==> src/rtl/booth_seq_mult.sv <==
// -----------------------------------------------------------------------------
// booth_seq_mult
//   Sequential radix-4 Booth multiplier core. It wraps an external Booth
//   encoder and computes a signed 32x32 -> 64 product in 16 steps.
//
//   The core latches the multiplicand and the multiplier. Each cycle it
//   presents one 3-bit multiplier window to the encoder. It then adds the
//   encoder's partial-product row into a 64-bit accumulator at weight 4^cnt.
//
// Ports
//   clk       in   1   rising-edge clock
//   rst       in   1   synchronous, active-high reset (has priority over start)
//   start     in   1   multiply request, sampled only while idle
//   a_in      in   32  signed multiplicand, latched on an accepted start
//   b_in      in   32  signed multiplier, latched on an accepted start
//   enc_a     out  32  latched multiplicand -> encoder A
//   enc_code  out  3   current Booth window -> encoder code
//   enc_pp    in   33  encoder partial product (combinational, same cycle)
//   enc_h     in   2   encoder negate flag (01 = add 1 at the row LSB)
//   enc_s     in   1   encoder inverted-sign flag
//   busy      out  1   high while a multiply is running or completing
//   done      out  1   one-cycle pulse; result is valid in this cycle
//   result    out  64  signed product, held until the next completion
//
// Configuration
//   BOOTH_EARLY_TERM_EN : when defined, the multiply ends early once every
//                         remaining window is 000/111 (zero rows). The product
//                         is unchanged; only the latency gets shorter.
// -----------------------------------------------------------------------------
module booth_seq_mult (
    input  logic        clk,
    input  logic        rst,
    input  logic        start,
    input  logic [31:0] a_in,
    input  logic [31:0] b_in,
    output logic [31:0] enc_a,
    output logic [2:0]  enc_code,
    input  logic [32:0] enc_pp,
    input  logic [1:0]  enc_h,
    input  logic        enc_s,
    output logic        busy,
    output logic        done,
    output logic [63:0] result
);

    localparam int STEPS = 16;
    localparam int ACC_W = 64;

    typedef enum logic [1:0] {
        IDLE = 2'd0,
        RUN  = 2'd1,
        DONE = 2'd2
    } state_t;

    state_t             state;
    state_t             state_next;
    logic [32:0]        bsr;
    logic [3:0]         cnt;
    logic [ACC_W-1:0]   acc;

    logic [ACC_W-1:0]   row;
    logic [ACC_W-1:0]   row_shifted;
    logic [ACC_W-1:0]   acc_sum;
    logic [32:0]        bsr_shift;
    logic               last_step;

    // Datapath for one Booth step.
    // The sign-extended {~s, pp} plus h gives the true signed row value.
    // The accumulator is modulo 2^64. Wrap from the high rows cancels out
    // because the final product always fits in 64 bits.
    always_comb begin
        row         = {{(ACC_W-34){~enc_s}}, ~enc_s, enc_pp} + ACC_W'(enc_h);
        row_shifted = row << {cnt, 1'b0};
        acc_sum     = acc + row_shifted;
        bsr_shift   = {bsr[32], bsr[32], bsr[32:2]};
`ifdef BOOTH_EARLY_TERM_EN
        // Once the shifted register is all sign bits, every remaining window
        // is 000 or 111. Those windows all give zero rows.
        last_step   = (cnt == 4'(STEPS-1)) || (bsr_shift == '0) || (&bsr_shift);
`else
        last_step   = (cnt == 4'(STEPS-1));
`endif
    end

    // FSM state register
    always_ff @(posedge clk) begin
        if (rst) begin
            state <= IDLE;
        end else begin
            state <= state_next;
        end
    end

    // FSM next state and status outputs
    // NOTE: every signal driven here gets a default first, so no path can leave it unassigned and infer a latch.
    always_comb begin
        state_next = state;
        busy       = 1'b0;
        done       = 1'b0;
        case (state)
            IDLE: begin
                if (start) begin
                    state_next = RUN;
                end
            end
            RUN: begin
                busy = 1'b1;
                if (last_step) begin
                    state_next = DONE;
                end
            end
            DONE: begin
                busy       = 1'b1;
                done       = 1'b1;
                state_next = IDLE;
            end
            default: begin
                state_next = IDLE;
            end
        endcase
    end

    // Operand, shift-register and accumulator datapath
    // NOTE: sequential state uses non-blocking assignments, so every register samples pre-edge values regardless of statement order.
    always_ff @(posedge clk) begin
        if (rst) begin
            enc_a  <= '0;
            bsr    <= '0;
            cnt    <= '0;
            acc    <= '0;
            result <= '0;
        end else begin
            case (state)
                IDLE: begin
                    if (start) begin
                        enc_a <= a_in;
                        bsr   <= {b_in, 1'b0};
                        acc   <= '0;
                        cnt   <= '0;
                    end
                end
                RUN: begin
                    acc <= acc_sum;
                    bsr <= bsr_shift;
                    cnt <= cnt + 4'd1;
                    if (last_step) begin
                        result <= acc_sum;
                    end
                end
                DONE: begin
                    // Clear the window so the encoder sees code 000 while idle.
                    bsr <= '0;
                end
                default: begin
                    bsr <= '0;
                end
            endcase
        end
    end

    assign enc_code = bsr[2:0];

endmodule

==> config.mk <==
export PLATFORM = sky130hd
export DESIGN_NAME = booth_seq_mult
export DESIGN_NICKNAME = d
export VERILOG_FILES = /design/src/rtl/booth_seq_mult.sv
export SDC_FILE = /design/constraint.sdc
export NUM_CORES = 1
export LEC_CHECK = 0
export ABC_AREA = 1
export ABC_CLOCK_PERIOD_IN_PS = 10700
export CORE_ASPECT_RATIO = 1.75
export CORE_MARGIN = 2
export CORE_UTILIZATION = 45
export CTS_CLUSTER_DIAMETER = 200
export DETAILED_ROUTE_END_ITERATION = 12
export PLACE_DENSITY = 0.68
export SKIP_CTS_REPAIR_TIMING = 1
export SLEW_MARGIN = 20
export SYNTH_ARGS = -nofsm -noshare
export SYNTH_HDL_FRONTEND = slang
export SYNTH_SLANG_ARGS = --single-unit
==> constraint.sdc <==
create_clock -name clk -period 10.7 [get_ports clk]
set_clock_uncertainty 0.15 [all_clocks]
set_input_delay 2.675 -clock clk [delete_from_list [all_inputs] [get_ports clk]]
set_output_delay 2.675 -clock clk [all_outputs]
set_load 0.1 [all_outputs]
==> key figures, run 1 <==
Detailed routing
  • Initial drt markers: 880
  • Vias/cell: 5.52
  • Drc violations: 0
  • Vias: 15500
  • Drt wl/cell: 19.9 um
  • Total wire length: 56100 um
  • Antenna viol nets, final: 0
  • Pre-Repair DR Iteration Count: 6

Synthesis
  • Post-Synthesis Cells: 2274
  • Synthesized area: 14400 um2
  • Top cells by area, synth: dfxtp_1, nand2_1, nor2_1, o21ai_0, ha_1
  • Ys flop type: dfxtp_1
  • Ys Warns: 0
  • Leading area contributor after synthesis: dfxtp_1
  • Yosys top cell area share: 0.277
  • EDFF count, synth: 0
  • Syn Area/Cell: 6.33 um2
  • Flops & latches, synth: 199
  • Sequential-to-total area share from yosys stat: 0.277
  • Post-synth net total: 2448
  • Netlist cell types: 53
  • Synth async-reset ratio: 0

Global routing
  • Global route overflow: 0
  • Most used routing layer: met2
  • Vias in the first global route: 15100
  • Met1 Resource Use GR: 0.336
  • Initial antenna violation count: 0
  • Met2 usage in global routing: 0.622
  • Largest net degree at the start of global routing: 86
  • Global-route wire length before repair: 85500 um
  • Met3 Use GR: 0.0440
  • Gr usage total: 0.332

Clock tree
  • CTS Buffer Depth: 2
  • Worst-skew pair later-pin latency: 0.47 ns
  • H-tree levels: 4
  • CTS tree: done
  • Cts bufs inserted: 17
  • CTS Root Cell: clkbuf_16
  • # clock sinks: 199
  • Clk pin slew, worst setup/hold paths: 0.08 ns

Floorplan
  • Horiz. Die Dim: 139 um
  • Area of the die: 33500 um2
  • Site Rows: 86
  • Initial Utilization: 0.457
  • Height of the die: 241 um
  • Ports: 204
  • Core footprint: 31500 um2

Place
  • Detailed placement HPWL: 45300 um
  • Final GP Congestion: 1.04
  • Number of buffers added on ports: 203
  • Pre-CTS setup slack: 2.19 ns

Timing
  • Setup TNS: 0 ns
  • Final worst setup slack: 2.39 ns
  • Hold Violations, Final: 0
  • Slew Limit Fails: 0
  • Period minus WS final: 8.31 ns
  • Period utilisation layout: 0.777
  • Worst slew margin: 0.272
  • RSZ-0062 raised after global routing: false
  • Setup violators final: 0
  • Worst-Margin Slew: 1.09 ns
  • F_max: 120 MHz

Power
  • Peak supply drop: 0.120 mV
  • Switching part of the total: 0.433
  • Pleak: 0.00780 uW
  • Share of power burned in registers: 0.336
  • Clock Power Share: 0.275
  • Switching power: 1060 uW
  • Power per cell area: 142 nW/um2
  • Logic pwr share: 0.388
  • Internal: 1390 uW

Cells and area
  • Final-layout fill cell count: 3296
  • Share of cells above drive strength 1: 0.0471
  • Number of diodes: 0
  • Syn-to-layout area delta: 19.9%
  • NumNets Final: 2581

Critical path
  • Worst setup EP type: flop
  • Max FO, Critical Path: 5
  • Worst Path Arrival: 8.47 ns
  • Required time of the critical path: 10.86 ns
  • CP Class: input pin to flop
  • Startpoint types: input pin

Job
  • Max Cap Viol: 0

Run status
  • Status: complete, no violations

Worst hold path
  • Hold Path Class: flop to flop
==> final timing paths <==
check                           cells past startpoint  slack, ns       to  startpoint
worst max-delay path                               25       2.39  acc[54]    enc_h[1]
worst min-delay path                                2       0.32   acc[0]      acc[0]
worst max register to register                     19       5.45  acc[54]      cnt[1]
worst min register to register                      2       0.32   acc[0]      acc[0]
==> worst max-delay path, cell delays in order <==
cell and delay [ns]:
clkdlybuf4s50_1 0.47, ha_1 0.30, nand3_1 0.07, nand2_1 0.24, nand3_4 0.19, nor2_2 0.18, nand3_2 0.11, nor2_2 0.22
xor2_1 0.27, o21ai_1 0.13, nand2_1 0.13, o211ai_1 0.15, a21oi_1 0.58, a31oi_1 0.25, ha_1 0.44, nand2_1 0.10
nor2_1 0.13, inv_1 0.10, nor2_1 0.15, nand2_1 0.11, o211ai_1 0.69, a21boi_1 0.29, or2_2 0.35, nand3_1 0.07
a21oi_1 0.08
==> cell usage in the layout (no fill, tap or decap), types with 44 or more instances in the layout <==
master           Yosys  final
a21oi_1            158    157
clkdlybuf4s50_1      0    202
dfxtp_1            199    198
ha_1                69     69
inv_1              213    211
nand2_1            517    517
nand3_1             92     92
nor2_1             347    344
o21ai_0            209    209
o21ai_1             44     44
xor2_1              52     52
==> area by class of cell <==
| class | instances | area [um2] | share of cell area |
|---|---|---|---|
| multi-input combinational | 1750 | 9200 | 0.533 |
| inverter | 218 | 818 | 0.0474 |
| tap | 396 | 495 | 0.0287 |
| clock buffer | 18 | 429 | 0.0249 |
| sequential | 199 | 3990 | 0.231 |
| timing repair buffer | 221 | 2160 | 0.125 |
| clock inverter | 14 | 178 | 0.0103 |
==> stage by stage <==
stage                     cells  hold WS, ns  power (uW)  instance area [um2]  utilization
after floorplan            2274        0.295        1470                14400            -
after global placement     2784        0.304        1780                16700        0.528
after detailed placement   2784        0.312        1780                16700        0.528
after CTS                  2816        0.325        2470                17300        0.548
after global routing       2816        0.339        2590                17300        0.548
final                      2816        0.321        2460                17300        0.548
==> registers in the layout, indices dropped and copies added (netlist names) <==
name / cells
state: 2
bsr: 33
acc: 64
enc_a: 32
result: 64
cnt: 4
==> power groups by stage <==
stage | Sequential, uW | Clock, uW | Combinational (uW)
after CTS | 826 | 695 | 945
after global routing | 833 | 716 | 1040
after detailed placement | 844 | 0 | 940
after floorplan | 927 | 0 | 545
final | 827 | 676 | 954
after global placement | 842 | 0 | 937
==> cell families (layout without fill, tap and decap cells) <==
kind of cell    after synthesis  count (layout)  share of synthesized area
simple gates               1053            1053                      0.307
xor+xnor                     70              70                     0.0431
buf+inv                     325             471                     0.0865
flops                       199             199                      0.277
compound gates              543             543                      0.215
mux                          13              13                    0.00904
fa+ha+maj                    71              71                     0.0627
==> routing by layer <==
layer,wire (um),part of all wire
met5,0,0
met4,4480,0.080
met3,2390,0.043
met2,29100,0.52
met1,20100,0.36
==> synthesized netlist by cell type, drive strengths merged (2+ instances only) <==
cell / n
or2: 13
o31ai: 2
a21o: 19
a31oi: 12
a21oi: 159
nor3: 24
o21ai: 261
nor2: 359
clkbuf: 76
inv: 216
fa: 2
nand3: 101
nand2: 526
xnor2: 18
clkinv: 2
dfxtp: 199
o211ai: 22
o21a: 8
o311ai: 2
xor2: 52
nand3b: 9
o21bai: 10
a221oi: 34
mux2i: 13
nor4: 6
buf: 31
a21boi: 10
and3: 3
ha: 69
nand4: 11
Note: power is estimated with default switching activity, not from simulation.
==> inputs of run 2 (changes only) <==
- ABC_CLOCK_PERIOD_IN_PS: 10700 -> 7700
- clock period: 10.7 -> 7.7 ns (I/O delays scaled with it)
==> key figures, run 2 (synthesis gave the netlist of run 1 again) <==
Timing
  • F_max: 134 MHz
  • Worst-Margin Slew: 1.09 ns
  • Period utilisation layout: 0.969
  • Period minus WS final: 7.46 ns
  • Final worst setup slack: 0.235 ns
  • RSZ-0062 raised after global routing: false
  • Hold Violations, Final: 0
  • Worst slew margin: 0.274
  • Slew Limit Fails: 0
  • Setup violators final: 0

Detailed routing
  • Vias/cell: 5.56
  • Drt wl/cell: 19.8 um
  • Vias: 15800
  • Total wire length: 56100 um
  • Pre-Repair DR Iteration Count: 6
  • Initial drt markers: 920
  • Drc violations: 0
  • Antenna viol nets, final: 0

Critical path
  • Max FO, Critical Path: 6
  • R2r setup slk: 2.39 ns
  • Required time of the critical path: 7.94 ns
  • Slowest cell on the critical path: o21bai_1
  • Worst setup EP type: flop
  • CP Class: input pin to flop
  • Worst r2r src: cnt[0]
  • R2R Path End: acc[44]
  • Startpoint types: input pin
  • Worst Path Arrival: 7.70 ns
  • Crit-path most repeated cell: nand2_1
  • R2R cell count: 20
  • CP peak stage delay: 0.55 ns

Floorplan
  • Horiz. Die Dim: 139 um
  • Height of the die: 241 um
  • Ports: 204
  • Initial Utilization: 0.457
  • Area of the die: 33500 um2
  • Site Rows: 86
  • Core footprint: 31500 um2

Power
  • Power per cell area: 197 nW/um2
  • Logic pwr share: 0.393
  • Switching part of the total: 0.432
  • Pleak: 0.00790 uW
  • Share of power burned in registers: 0.335
  • Switching power: 1480 uW
  • Clock Power Share: 0.272
  • Peak supply drop: 0.197 mV
  • Internal: 1950 uW

Cells and area
  • NumNets Final: 2599
  • Final Util: 0.552
  • Syn-to-layout area delta: 20.9%
  • Final-layout fill cell count: 3293
  • Multi-input gate area: 9210 um2
  • Most frequent cells in the layout: nand2_1, nor2_1, inv_1
  • Largest regs: acc (64), result (64), bsr (33)
  • Most common cell after layout, fill and taps aside: nand2_1
  • Register area: 3990 um2
  • Share of cells above drive strength 1: 0.0546

Place
  • Pre-CTS setup slack: -0.103 ns
  • Detailed placement HPWL: 45400 um
  • Final GP Congestion: 1.01
  • Number of buffers added on ports: 203

Global routing
  • Gr usage total: 0.330
  • Initial antenna violation count: 1
  • Vias in the first global route: 15300
  • Global route overflow: 0
  • Largest net degree at the start of global routing: 86
  • Global-route wire length before repair: 85100 um

Clock tree
  • H-tree levels: 4
  • Worst-skew pair later-pin latency: 0.47 ns
  • CTS tree: done
  • # clock sinks: 199
  • Clk pin slew, worst setup/hold paths: 0.08 ns
  • Cts bufs inserted: 17
  • CTS Buffer Depth: 2
  • CTS Root Cell: clkbuf_16

Worst hold path
  • Hold Path Class: flop to flop
  • WHS Path Cells: 2
  • Worst Hold Launch: acc[2]
  • Worst min-delay path endpoint: acc[2]

Run status
  • Status: complete, no violations

Job
  • Max Cap Viol: 0
## run 2: cell count changes in the layout (fill, tap and decap cells not counted)
cell / delta
xnor2_1: -1
diode_2: +1
xnor2_2: +1
clkinv_2: +1
inv_6: -1
clkbuf_1: -1
buf_4: +18
inv_1: +1
inv_2: -1
clkinv_4: +1
inv_8: +1
clkinv_8: -1
## run 2: worst max-delay path by stage
stage,from,end,slack (ns)
after floorplan,enc_pp[0],result[45],1.97
after global placement,enc_pp[0],acc[36],-0.11
after detailed placement,enc_pp[0],acc[36],-0.10
after CTS,enc_pp[0],acc[36],0.38
after global routing,enc_pp[0],acc[44],0.05
final,enc_pp[0],acc[44],0.24
## run 2: power by group through the flow
stage                     Sequential, uW  Combinational, uW  Clock, uW
after global placement              1170               1320          0
after floorplan                     1290                758          0
final                               1150               1350        932
after CTS                           1150               1330        955
after detailed placement            1170               1320          0
after global routing                1160               1460        989
## run 2: final cells by class
class,instances,share of cell area
Multi-Input combinational cell,1750,0.529
Sequential cell,199,0.229
Timing Repair Buffer,239,0.132
Inverter,218,0.0470
Tap cell,396,0.0285
Clock buffer,17,0.0244
Clock inverter,15,0.0102
Antenna cell,1,0.000144
## run 2: layer usage
metal / global-route usage / vias to the layer above / routed length (um)
met5: 0 / - / 0
met4: 0.237 / 0 / 4540
met2: 0.619 / 550 / 29100
li1: - / 7799 / -
met3: 0.0446 / 163 / 2670
met1: 0.333 / 7241 / 19800
## run 2: stage by stage
stage	TNS [ns]	hold WS [ns]	cell area (um2)	instances	total power, uW
floorplan	0	0.295	14400	2274	2050
global placement	-0.207	0.303	16800	2802	2490
detailed placement	-0.141	0.313	16800	2802	2500
CTS	0	0.326	17400	2834	3430
global route	0	0.341	17400	2835	3600
finish	0	0.323	17400	2835	3430
## run 2: worst max-delay path: cells and delay by family
| family | cells | cell delay, ns |
|---|---|---|
| fa+ha+maj | 3 | 1.14 |
| compound gates | 6 | 1.69 |
| mux | 1 | 0.19 |
| simple gates | 11 | 1.83 |
| xor+xnor | 2 | 0.40 |
| buf+inv | 2 | 0.50 |
==> inputs of run 3 (changes only) <==
- CORE_UTILIZATION: 45 -> 56
- PLACE_DENSITY: 0.68 -> 0.82
- SKIP_CTS_REPAIR_TIMING: 1 -> not set
==> key figures, run 3 (synthesis gave the netlist of run 1 again) <==
Cells and area
  • Most frequent cells in the layout: nand2_1, nor2_1, inv_1
  • Most common cell after layout, fill and taps aside: nand2_1
  • Largest regs: acc (64), result (64), bsr (33)
  • Finished Layout Cells: 2749
  • Register area: 3990 um2
  • NumNets Final: 2593
  • Final-layout fill cell count: 2272
  • Syn-to-layout area delta: 20.0%
  • Multi-input gate area: 9200 um2
  • Share of cells above drive strength 1: 0.0514

Timing
  • F_max: 139 MHz
  • RSZ-0062 raised after global routing: false
  • Hold Violations, Final: 0
  • Setup violators final: 0
  • Period minus WS final: 7.21 ns
  • Period utilisation layout: 0.936
  • Setup TNS: 0 ns
  • Worst-Margin Slew: 1.06 ns
  • Slew Limit Fails: 0
  • Worst slew margin: 0.290

Power
  • Pleak: 0.00786 uW
  • Peak supply drop: 0.140 mV
  • Power per cell area: 199 nW/um2

Detailed routing
  • Total wire length: 53800 um
  • Vias: 16200
  • Drt wl/cell: 19.6 um
  • Drc violations: 0
  • Antenna viol nets, final: 0
  • Vias/cell: 5.90
  • Initial drt markers: 1292
  • Pre-Repair DR Iteration Count: 6

Global routing
  • Largest net degree at the start of global routing: 86
  • Vias in the first global route: 15800
  • Initial antenna violation count: 2
  • Gr usage total: 0.391
  • Global route overflow: 0
  • Global-route wire length before repair: 83000 um

Critical path
  • R2R Path End: acc[44]
  • R2R cell count: 14
  • Startpoint types: input pin
  • CP Class: input pin to flop
  • Required time of the critical path: 7.95 ns
  • Worst setup EP type: flop
  • Worst Path Arrival: 7.46 ns
  • R2r setup slk: 2.47 ns
  • Worst r2r src: cnt[0]
  • Max FO, Critical Path: 4

Clock tree
  • # resized after CTS: 0
  • H-tree levels: 4
  • CTS Root Cell: clkbuf_16
  • # clock sinks: 199
  • Setup Buffers After CTS: 0
  • Cts bufs inserted: 17
  • Clk pin slew, worst setup/hold paths: 0.08 ns
  • CTS tree: done
  • Hold Buf Count CTS: 0
  • CTS Buffer Depth: 2
  • Worst-skew pair later-pin latency: 0.47 ns

Worst hold path
  • Worst Hold Launch: acc[0]
  • Hold Path Class: flop to flop
  • WHS Path Cells: 2
  • Worst min-delay path endpoint: acc[0]

Place
  • Final GP Congestion: 1.10
  • Number of buffers added on ports: 203
  • Placed cells: 2716
  • Detailed placement HPWL: 42500 um

Floorplan
  • Ports: 204
  • Height of the die: 216 um
  • Horiz. Die Dim: 125 um
  • Core footprint: 25200 um2
  • Area of the die: 27100 um2
  • Site Rows: 77
  • Initial Utilization: 0.570

Run status
  • Status: complete, no violations

Job
  • Max Cap Viol: 0
run 3: cell count changes in the layout (fill, tap and decap cells not counted), sizes merged:
cell      delta
buf          -6
bufinv       +2
clkbuf       +1
clkinv       -3
clkinvlp     +2
diode        +1
inv          -3
run 3: worst max path at each step:
stage	startpoint	to	slack [ns]	cells past startpoint
2_1_floorplan	enc_pp[0]	result[45]	1.97	29
3_3_place_gp	enc_pp[1]	result[41]	0.28	22
3_5_place_dp	enc_pp[0]	result[41]	0.24	22
4_1_cts	enc_pp[0]	result[41]	0.72	22
5_1_grt	enc_pp[1]	acc[35]	0.14	22
6_report	enc_pp[1]	acc[44]	0.49	20
run 3: per-stage QoR:
step	hold WS [ns]	utilization	cell area (um2)	total power (uW)	setup slack [ns]
floorplan	0.295	-	14400	2050	1.97
global placement	0.303	0.660	16700	2450	0.278
detailed placement	0.312	0.660	16700	2470	0.237
CTS	0.323	0.684	17300	3410	0.715
global route	0.343	0.684	17300	3590	0.139
finish	0.321	0.684	17300	3440	0.493
run 3: report_power, final:
group / total, uW / switching (uW) / leakage, uW / internal (uW)
clock network: 949 / 453 / 0.000290 / 496
registers: 1150 / 47.2 / 0.00162 / 1100
logic: 1340 / 943 / 0.00595 / 401
run 3: area by class of cell:
cell class | count | area share
Timing Repair Buffer | 233 | 0.131
Inverter | 218 | 0.0474
Multi-Input combinational cell | 1750 | 0.533
Clock inverter | 13 | 0.00956
Tap cell | 316 | 0.0229
Sequential cell | 199 | 0.231
Clock buffer | 18 | 0.0254
Antenna cell | 2 | 0.000290
run 3: per-layer routing:
layer	global-route usage	share of wire
met1	0.384	0.34
met2	0.709	0.50
met3	0.0758	0.067
met4	0.311	0.094
met5	0	0
run 3: worst max-delay path, cell delays in order:
cell	delay [ns]
clkdlybuf4s50_1	0.46
ha_1	0.32
nand3_1	0.07
nand2_1	0.14
buf_4	0.17
nand4_1	0.19
xnor2_1	0.30
mux2i_1	0.19
o21ai_0	0.63
o211ai_1	0.40
o21ai_1	0.18
ha_1	0.30
a21oi_1	0.22
o21ai_0	0.14
a21oi_1	0.38
a21boi_0	0.61
o21ai_0	0.22
xor2_1	0.37
nand2_1	0.09
a21oi_1	0.14
